===== src/rtl/main_memory_arbiter.sv =====
// main_memory_arbiter: round-robin sharing of one main memory port between the I and D cache controllers, with watchdog abort
module main_memory_arbiter #(
  parameter int ADRES_BIT   = 32,
  parameter int BLOK_BIT    = 128,
  parameter int ZAMAN_ASIMI = 1023
) (
  input  logic                 clk_i,
  input  logic                 rst_ni,
  input  logic [ADRES_BIT-1:0] b_okuma_istek_adres_i,
  input  logic                 b_okuma_istek_gecerli_i,
  output logic [BLOK_BIT-1:0]  b_okuma_veri_blok_o,
  output logic                 b_okuma_istek_hazir_o,
  input  logic [ADRES_BIT-1:0] v_istek_adres_i,
  input  logic                 v_istek_gecerli_i,
  input  logic                 v_istek_yaz_i,
  input  logic [BLOK_BIT-1:0]  v_yazma_veri_blok_i,
  output logic [BLOK_BIT-1:0]  v_okuma_veri_blok_o,
  output logic                 v_istek_hazir_o,
  output logic [ADRES_BIT-1:0] anabellek_istek_adres_o,
  output logic                 anabellek_istek_gecerli_o,
  output logic                 anabellek_istek_yaz_o,
  output logic [BLOK_BIT-1:0]  anabellek_yazma_veri_blok_o,
  input  logic [BLOK_BIT-1:0]  anabellek_okuma_veri_blok_i,
  input  logic                 anabellek_istek_hazir_i,
  output logic                 zaman_asimi_o
);
  localparam logic [1:0] BOSTA = 2'd0;
  localparam logic [1:0] ISTEK = 2'd1;
  localparam logic [1:0] YANIT = 2'd2;

  logic [1:0]           state;
  logic                 owner;
  logic                 son_hibe;
  logic                 yaz_q;
  logic                 abort_q;
  logic [9:0]           cnt;
  logic [ADRES_BIT-1:0] addr_q;
  logic [BLOK_BIT-1:0]  wdata_q;
  logic                 grant_i;
  logic                 grant_d;
  logic                 timeout;
  logic [ADRES_BIT-1:0] sel_addr;

  // Arbitration: on a tie the requester that was not served last wins (owner/son_hibe: 1 = D)
  always_comb begin
    grant_d  = v_istek_gecerli_i && (!b_okuma_istek_gecerli_i || !son_hibe);
    grant_i  = b_okuma_istek_gecerli_i && !grant_d;
    sel_addr = grant_d ? v_istek_adres_i : b_okuma_istek_adres_i;
    timeout  = cnt == 10'(ZAMAN_ASIMI - 1);
  end

  // Transaction FSM: capture the winner in BOSTA, hold the memory request in ISTEK, report in YANIT
  always_ff @(posedge clk_i or negedge rst_ni) begin
    if (!rst_ni) begin
      state               <= BOSTA;
      owner               <= 1'b0;
      son_hibe            <= 1'b1;
      yaz_q               <= 1'b0;
      abort_q             <= 1'b0;
      cnt                 <= '0;
      addr_q              <= '0;
      wdata_q             <= '0;
      b_okuma_veri_blok_o <= '0;
      v_okuma_veri_blok_o <= '0;
    end else begin
      case (state)
        BOSTA: begin
          if (grant_i || grant_d) begin
            owner   <= grant_d;
            addr_q  <= sel_addr & ~ADRES_BIT'(15);
            yaz_q   <= grant_d && v_istek_yaz_i;
            wdata_q <= grant_d ? v_yazma_veri_blok_i : '0;
            cnt     <= '0;
            abort_q <= 1'b0;
            state   <= ISTEK;
          end
        end
        ISTEK: begin
          if (anabellek_istek_hazir_i) begin
            son_hibe <= owner;
            if (!yaz_q && !owner) b_okuma_veri_blok_o <= anabellek_okuma_veri_blok_i;
            if (!yaz_q && owner)  v_okuma_veri_blok_o <= anabellek_okuma_veri_blok_i;
            state <= YANIT;
          end else if (timeout) begin
            son_hibe <= owner;
            abort_q  <= 1'b1;
            if (!owner) b_okuma_veri_blok_o <= '0;
            if (owner)  v_okuma_veri_blok_o <= '0;
            state <= YANIT;
          end else begin
            cnt <= cnt + 10'd1;
          end
        end
        YANIT: begin
          cnt     <= '0;
          abort_q <= 1'b0;
          state   <= BOSTA;
        end
        default: state <= BOSTA;
      endcase
    end
  end

  // Outputs decoded from state so an async reset clears them immediately
  always_comb begin
    anabellek_istek_gecerli_o   = state == ISTEK;
    anabellek_istek_adres_o     = anabellek_istek_gecerli_o ? addr_q : '0;
    anabellek_istek_yaz_o       = anabellek_istek_gecerli_o && yaz_q;
    anabellek_yazma_veri_blok_o = anabellek_istek_gecerli_o ? wdata_q : '0;
    b_okuma_istek_hazir_o       = state == YANIT && !owner;
    v_istek_hazir_o             = state == YANIT && owner;
    zaman_asimi_o               = state == YANIT && abort_q;
  end
endmodule

===== config.mk =====
export PLATFORM = sky130hd
export DESIGN_NAME = main_memory_arbiter
export DESIGN_NICKNAME = d
export VERILOG_FILES = /design/src/rtl/main_memory_arbiter.sv
export SDC_FILE = /design/constraint.sdc
export NUM_CORES = 1
export LEC_CHECK = 0
export CORE_AREA = 8 8 286 288
export CTS_CLUSTER_DIAMETER = 40
export DETAILED_ROUTE_END_ITERATION = 10
export DIE_AREA = 0 0 294 296
export SLEW_MARGIN = 25
export SYNTH_ARGS = -nofsm -noshare
export SYNTH_HDL_FRONTEND = slang
export SYNTH_SLANG_ARGS = --single-unit

===== constraint.sdc =====
create_clock -name clk_i -period 3.5 [get_ports clk_i]
set_input_delay 1.05 -clock clk_i [delete_from_list [all_inputs] [get_ports clk_i]]
set_output_delay 1.05 -clock clk_i [all_outputs]
set_load 0.05 [all_outputs]

Word-level counts from Yosys, hierarchy flattened
Cells that the tools add are included.
{"block": "totals", "output_inout_bits": 421, "regBits": 428, "inputBits": 326}
{"block": "classes", "eq_ne": 11, "mux": 26, "n_reduce_logical": 27, "addsub": 1}
{"operator": "128-bit 2-to-1 mux", "count": 10}
{"operator": "32-bit 2-to-1 mux", "count": 2}
{"operator": "10-bit 2-to-1 mux", "count": 3}
{"operator": "10-bit one-hot mux with 3 select lines", "count": 1}
{"operator": "4-bit AND reduction", "count": 4}
{"operator": "10-bit by 1-bit adder with 10-bit output, second input constant", "count": 1}
{"operator": "10-bit == test, second input constant", "count": 1}
{"operator": "1-bit logical AND", "count": 9}
{"operator": "2-bit inequality test, second input constant", "count": 4}
{"operator": "2-bit 2-to-1 mux", "count": 3}
{"operator": "2-bit by 1-bit inequality test with 1-bit output, second input constant", "count": 3}
{"operator": "2-bit AND reduction", "count": 3}
{"operator": "1-bit logical NOT", "count": 5}
{"operator": "1-bit 2-to-1 mux", "count": 5}
{"operator": "2-bit one-hot mux with 2 select lines", "count": 1}
{"operator": "2-bit nonzero test", "count": 2}
{"operator": "3-bit by 1-bit inequality test with 1-bit output, second input constant", "count": 1}
{"operator": "1-bit one-hot mux with 3 select lines", "count": 1}
{"operator": "3-bit nonzero test", "count": 1}
{"operator": "2-bit by 1-bit == test with 1-bit output, second input constant", "count": 1}
{"operator": "2-bit == test, second input constant", "count": 1}
{"operator": "2-bit logical NOT", "count": 1}
{"operator": "1-bit logical OR", "count": 2}

Longest topological paths before layout
Gate-level depths: netlist of run 1.
{"block": "logic_depth", "depth_word": 8, "mapped_depth": 8, "depth_no_buf": 6}

Least setup slack after synthesis of run 1
OpenSTA, ideal clock, no wires.
{"block": "synth_timing", "kind": "register -> output", "startpoint": "reg state[1]", "endpoint": "out anabellek_yazma_veri_blok_o[119]", "path_stages_with_launch": 5, "arrival_ns": 1.839, "path_slack_ns": 0.611, "path_cell_list": "dfrtp_1 -> nand2b_1 -> inv_2 -> clkbuf_1 -> and2_1"}
{"block": "synth_via", "elab_chain_len": 2}
{"element": "from (decl)", "line_no": "31", "rtl": "logic [1:0] state;"}
{"element": "from (signal assigned)", "line_no": "55", "rtl": "state <= BOSTA;"}
{"element": "from (signal assigned)", "line_no": "75", "rtl": "state <= ISTEK;"}
{"element": "from (signal assigned)", "line_no": "83", "rtl": "state <= YANIT;"}
{"element": "2-bit by 1-bit == test with 1-bit output", "line_no": "106", "rtl": "anabellek_istek_gecerli_o = state == ISTEK;"}
{"element": "named net anabellek_istek_gecerli_o", "line_no": "20", "rtl": "output logic anabellek_istek_gecerli_o,"}
{"element": "128-bit 2-to-1 mux", "line_no": "109", "rtl": "anabellek_yazma_veri_blok_o = anabellek_istek_gecerli_o ? wdata_q : '0;"}
{"element": "to (decl)", "line_no": "22", "rtl": "output logic [BLOK_BIT-1:0] anabellek_yazma_veri_blok_o,"}
The timed path passes the listed nets, and every way through them passes these cells.

Final worst setup path of run 1
{"block": "layout_timing", "startpoint": "reg state[0]", "endpoint": "out anabellek_yazma_veri_blok_o[79]"}
{"block": "layout_via", "elab_chain_len": 2}
{"element": "2-bit by 1-bit == test with 1-bit output", "line_no": "106"}
{"element": "128-bit 2-to-1 mux", "line_no": "109"}
No other way between the ends.

==> impl_metrics.toml, run 1 <==
[cells_and_area]
stdcell_area_sq_um = 30100
areaGrowthSynthToFinish_pct = 58.0
drive_gt1_frac = 0.276
layout_common_cells = "574 x clkdlybuf4s50_1, 427 x dfrtp_1, 286 x and2_1"
finalNetCount = 2460
final_common_cell = "clkdlybuf4s50_1"

[global_routing]
grt_overflow = 0
grtUsageTotal = 0.143
grt_pass1_wl_um = 97800
grt_pass1_vias = 15800
antenna_found_initial = 6
grt_max_degree = 97

[timing]
timing.fmax_mhz = 303
min_period_ns = 3.30
grt_setup_unrepaired = "no"
final-setup-viol-count = 0
relSlewSlack = 0.403
worstMarginPinSlew_ns = 0.895
hold_violations = 0
finalClockSkew_ns = 0.0292
slew_violations = 0
tns_ns = 0
post-route-period-util = 0.943

[route]
vias_per_cell = 4.30
remaining_drc_errors = 0
antenna_left = 0
wl_per_cell_um = 20.2
drt-total-wl_um = 65300
detailroute.via_count = 13900
drt_iter0_markers = 584
drt_pass1_iterations = 4

[run]
max_cap_violations = 0

[worst_setup_path]
setup.worst_path.start_class = "register"
crit_type = "register to output pin"
critPathCaptureType = "output pin"
r2r_slack_ns = 1.08
path_max_fanout = 43
r2r_end = "v_okuma_veri_blok_o[98]"
ff2ff_path_depth = 8
crit_arrival_ns = 2.25
required_ns = 2.45
r2r_start = "cnt[0]"

[placement]
placement.cell_area_sq_um = 27300
dpl.hpwl_um = 47900
gp_congestion = 0.809
io_buffers = 734

[logic_synthesis]
yosysWarningCount = 0
yosysUniqueCellTypes = 53
synthArstFlopShare = 1.00
ys_ff_latch = 428
syn_area_per_cell_sq_um = 14.0
yosys.area.top_type = "dfrtp_1"
netlist.area_leader.share = 0.560
synth_area_sq_um = 19100
synth_flop_cell = "dfrtp_1"
synth_edf_count = 0
synth.top_cells.by_area = "dfrtp_1 56%, mux2_4 17%, and2_1 9.4%"
synthCells = 1362
seq_area_frac_synth = 0.562

[clocking]
cts_buffers = 79
htreeDepth = 3
cts_tree = "yes"
clockBufferDepth = 3
clkLatencyLatePin_ns = 0.61
path_clk_slew_ns = 0.05
hold_buffers = 0
root_buffer = "clkbuf_16"
cts.sinks = 428

[die]
die_width_um = 294
dieArea_sq_um = 87000
core_area_sq_um = 77000
ioPinCount = 747
fp-row-count = 102
initial_utilization = 0.248
floorplan.die.height_um = 296

[power]
p_per_area_nw_per_um2 = 1130
ir_worst_vdd_uv = 526
total_power_mw = 34.2
leakagePower_nw = 13.9

[run_status]
status = "finished clean"

[hold_path]
hp-class = "input port to asynchronous set/reset pin"
==> layout make-up <==
cell class / instances / area (sq um)
antenna: 3 / 7.51
clock buffer: 94 / 2140
clock inverter: 52 / 683
fill: 7277 / 46800
inverter: 4 / 20.0
multi-input combinational: 830 / 7670
sequential: 428 / 10700
tap: 1040 / 1300
timing repair buffer: 789 / 7590
==> state kept, by name (all words and copies together), names as in the netlist <==
register	count
v_okuma_veri_blok_o	128
addr_q	28
yaz_q	1
b_okuma_veri_blok_o	128
wdata_q	128
state	2
son_hibe	1
cnt	10
owner	1
abort_q	1
==> power by group <==
part	total, mW	internal, mW	switching, mW
Combinational	17.4	6.68	10.7
Sequential	8.75	7.31	1.44
Clock	8.02	5.14	2.87
==> how the worst max path moves through the flow <==
stage / startpoint / end / slack [ns]
2_1_floorplan: state[1] / anabellek_yazma_veri_blok_o[119] / 0.61
3_3_place_gp: state[0] / anabellek_yazma_veri_blok_o[126] / 0.47
3_5_place_dp: state[0] / anabellek_yazma_veri_blok_o[94] / 0.47
4_1_cts: state[0] / anabellek_yazma_veri_blok_o[47] / 0.16
5_1_grt: state[0] / anabellek_yazma_veri_blok_o[47] / 0.04
6_report: state[0] / anabellek_yazma_veri_blok_o[79] / 0.20
==> critical path, cell delays in order, from the launching register on <==
cell,delay [ns]
dfrtp_1,0.44
nand2b_1,0.18
clkinv_4,0.29
buf_12,0.30
and2_1,0.19
buf_4,0.19
==> cells in the mapped netlist (3+ instances only) <==
master / count
buf_6: 17
buf_2: 5
nor3_1: 3
o21ai_0: 31
nand2b_1: 4
dfrtp_1: 427
buf_4: 4
inv_1: 3
mux2_1: 18
and2_1: 287
clkbuf_1: 63
buf_12: 11
a22o_1: 130
o21a_1: 3
nand3_1: 3
mux2_4: 210
mux2_2: 29
mux2i_1: 29
nor2_1: 4
o211ai_1: 3
nand2_1: 35
buf_1: 3
==> per-stage QoR <==
stage               utilization  instances  setup slack (ns)  hold slack (ns)
floorplan                     -       1365             0.611            0.442
global placement          0.355       3091             0.473            0.461
detailed placement        0.355       3091             0.465            0.463
CTS                       0.391       3237             0.158            0.422
global route              0.391       3240            0.0397            0.457
finish                    0.391       3240             0.201            0.445
==> metal layers <==
layer	routed length, um	GRT usage	share of wire
met2	32600	0.246	0.50
met1	25100	0.162	0.38
met3	5460	0.0516	0.084
met4	2160	0.0546	0.033
met5	27	0	0.00041
==> cells by family (layout without fill, tap and decap cells) <==
group / Yosys count / after routing / share of synthesized area
DFF: 428 / 428 / 0.562
and+or+nand+nor: 351 / 351 / 0.111
muxes: 286 / 286 / 0.208
AOI/OAI and AO/OA: 187 / 187 / 0.0788
buffers and inverters: 107 / 939 / 0.0383
adders and majority gates: 2 / 2 / 0.00131
other: 1 / 7 / 0.000197
==> what timing repair did <==
action,in CTS,in global routing
resized for setup,1,0
endpoints found under the setup margin,127,0
setup buffers,0,0
(Power assumes the default switching activity.)
==> inputs of run 2 (changes only) <==
- CELL_PAD_IN_SITES_DETAIL_PLACEMENT: default -> 1
- CELL_PAD_IN_SITES_GLOBAL_PLACEMENT: default -> 1
- CORE_AREA: 8 8 286 288 -> 8 8 281 283
- DIE_AREA: 0 0 294 296 -> 0 0 289 291
- PLACE_DENSITY_LB_ADDON: default -> 0.1
==> run 2 against run 1 <==
Net effect:
- sequential power down 0.9%
- sequential share of layout area decreased by 0.44 points
- critical path type unchanged
- design area rose by 1.3%
- non-clock buffer count decreased by 11
- critical endpoint is now anabellek_yazma_veri_blok_o[69]
- register-to-register slack got worse by 0.04 ns
- via count grew 1.0%
- worst hold slack worse by 0.069 ns
- clock power grew 12%
- maximum frequency fell by 0.88%
- global-route usage up 3.2 points
- worst setup slack got worse by 0.029 ns
- clock skew fell by 0.0083 ns
==> impl_metrics.toml, run 2 (synthesis results as in run 1) <==
[worst_setup_path]
crit_type = "register to output pin"
max_stage_delay_ns = 0.49
cp_top_family = "buffers and inverters"
critPathCaptureType = "output pin"
setup.worst_path.start_class = "register"
path_cells = "nand2b_1 -> inv_4 -> buf_16 -> and2_1 -> buf_4"
required_ns = 2.45
path_max_fanout = 98
cp_slowest_cell = "dfrtp_1"
crit_buf_inv = 3
crit_arrival_ns = 2.28

[die]
ioPinCount = 747
initial_utilization = 0.255
core_area_sq_um = 74800
dieArea_sq_um = 84100
die_width_um = 289
floorplan.die.height_um = 291
fp-row-count = 101

[global_routing]
grtUsageTotal = 0.175
grt_max_degree = 126
grt_overflow = 0
grt_pass1_wl_um = 112000
grt_pass1_vias = 15900
antenna_found_initial = 16

[cells_and_area]
top_regs = "b_okuma_veri_blok_o (128), v_okuma_veri_blok_o (128), wdata_q (128)"
final_common_cell = "clkdlybuf4s50_1"
drive_gt1_frac = 0.280
layout_common_cells = "574 x clkdlybuf4s50_1, 427 x dfrtp_1, 286 x and2_1"
finalNetCount = 2461
areaGrowthSynthToFinish_pct = 60.0

[clocking]
htreeDepth = 3
root_buffer = "clkbuf_16"
clockBufferDepth = 3
post-cts-setup-buffer-count = 0
cts_buffers = 91
cts_tree = "yes"
hold_buffers = 0
clkLatencyLatePin_ns = 0.61
cts.sinks = 428
path_clk_slew_ns = 0.05

[timing]
post-route-period-util = 0.951
final-setup-viol-count = 0
finalClockSkew_ns = 0.0209
slew_violations = 0
tns_ns = 0
worstMarginPinSlew_ns = 0.769
relSlewSlack = 0.486
grt_setup_unrepaired = "no"
layout_setup_ws_ns = 0.172
min_period_ns = 3.33
hold_violations = 0
timing.fmax_mhz = 300

[hold_path]
hp-class = "input port to asynchronous set/reset pin"

[route]
antenna_left = 0
drt-total-wl_um = 75600
vias_per_cell = 4.40
drt_pass1_iterations = 6
remaining_drc_errors = 0
detailroute.via_count = 14100
wl_per_cell_um = 23.6
drt_iter0_markers = 459

[placement]
dpl.hpwl_um = 55900
place_ws_ns = 0.482
io_buffers = 734
gp_congestion = 0.760

[run_status]
status = "finished clean"

[power]
p_per_area_nw_per_um2 = 1160
ir_worst_vdd_uv = 528
leakagePower_nw = 14.1

[run]
max_cap_violations = 0
run 2: final cells by class:
cell class / count / area, sq um
sequential: 428 / 10700
multi-input combinational: 830 / 7670
fill: 7805 / 44300
clock inverter: 65 / 768
clock buffer: 106 / 2450
timing repair buffer: 778 / 7640
antenna: 9 / 22.5
tap: 978 / 1220
inverter: 4 / 17.5
run 2: final timing paths:
check,slack (ns),to,startpoint,depth (start not counted)
worst max register to register,1.04,v_okuma_veri_blok_o[21],cnt[0],8
min in group clk_i,0.47,addr_q[21],addr_q[21],2
worst min-delay path,0.38,v_okuma_veri_blok_o[70],rst_ni,1
worst min register to register,0.47,addr_q[21],addr_q[21],2
worst max-delay path,0.17,anabellek_yazma_veri_blok_o[69],state[0],5
max in group asynchronous,2.17,b_okuma_veri_blok_o[36],rst_ni,2
run 2: what timing repair did:
action / CTS / global route
gates resized for setup: 0 / 2
hold endpoints to repair: 0 / 0
setup endpoints to repair: 0 / 1
run 2: worst reg2reg max path, cell delays in order, from the launching register on:
cell,delay (ns)
dfrtp_1,0.42
inv_1,0.08
ha_1,0.17
nand4_2,0.20
nor4_4,0.36
o211a_4,0.24
buf_12,0.27
buf_4,0.30
mux2_4,0.31
run 2: metal layers:
layer | wire [um] | vias up | part of all wire | track usage
met2 | 36800 | 530 | 0.49 | 0.294
met3 | 7510 | 113 | 0.099 | 0.0699
met4 | 2070 | 14 | 0.027 | 0.0607
li1 | - | 6322 | - | -
met1 | 29100 | 7085 | 0.39 | 0.201
met5 | 91 | - | 0.0012 | 0
run 2: metrics by stage:
stage	utilization	total power [mW]	hold slack, ns	instances	cell area, sq um
2_1_floorplan	-	20.2	0.442	1365	19100
5_1_grt	0.408	37.1	0.396	3194	30500
4_1_cts	0.407	36.0	0.382	3189	30500
6_report	0.408	35.5	0.377	3198	30500
3_5_place_dp	0.364	26.7	0.463	3018	27300
3_3_place_gp	0.364	26.6	0.460	3018	27300
run 2: where the power goes:
| part | switching, mW | internal (mW) |
|---|---|---|
| registers | 1.36 | 7.31 |
| clock network | 2.98 | 6.01 |
| logic | 11.1 | 6.70 |
| total | 15.5 | 20.0 |
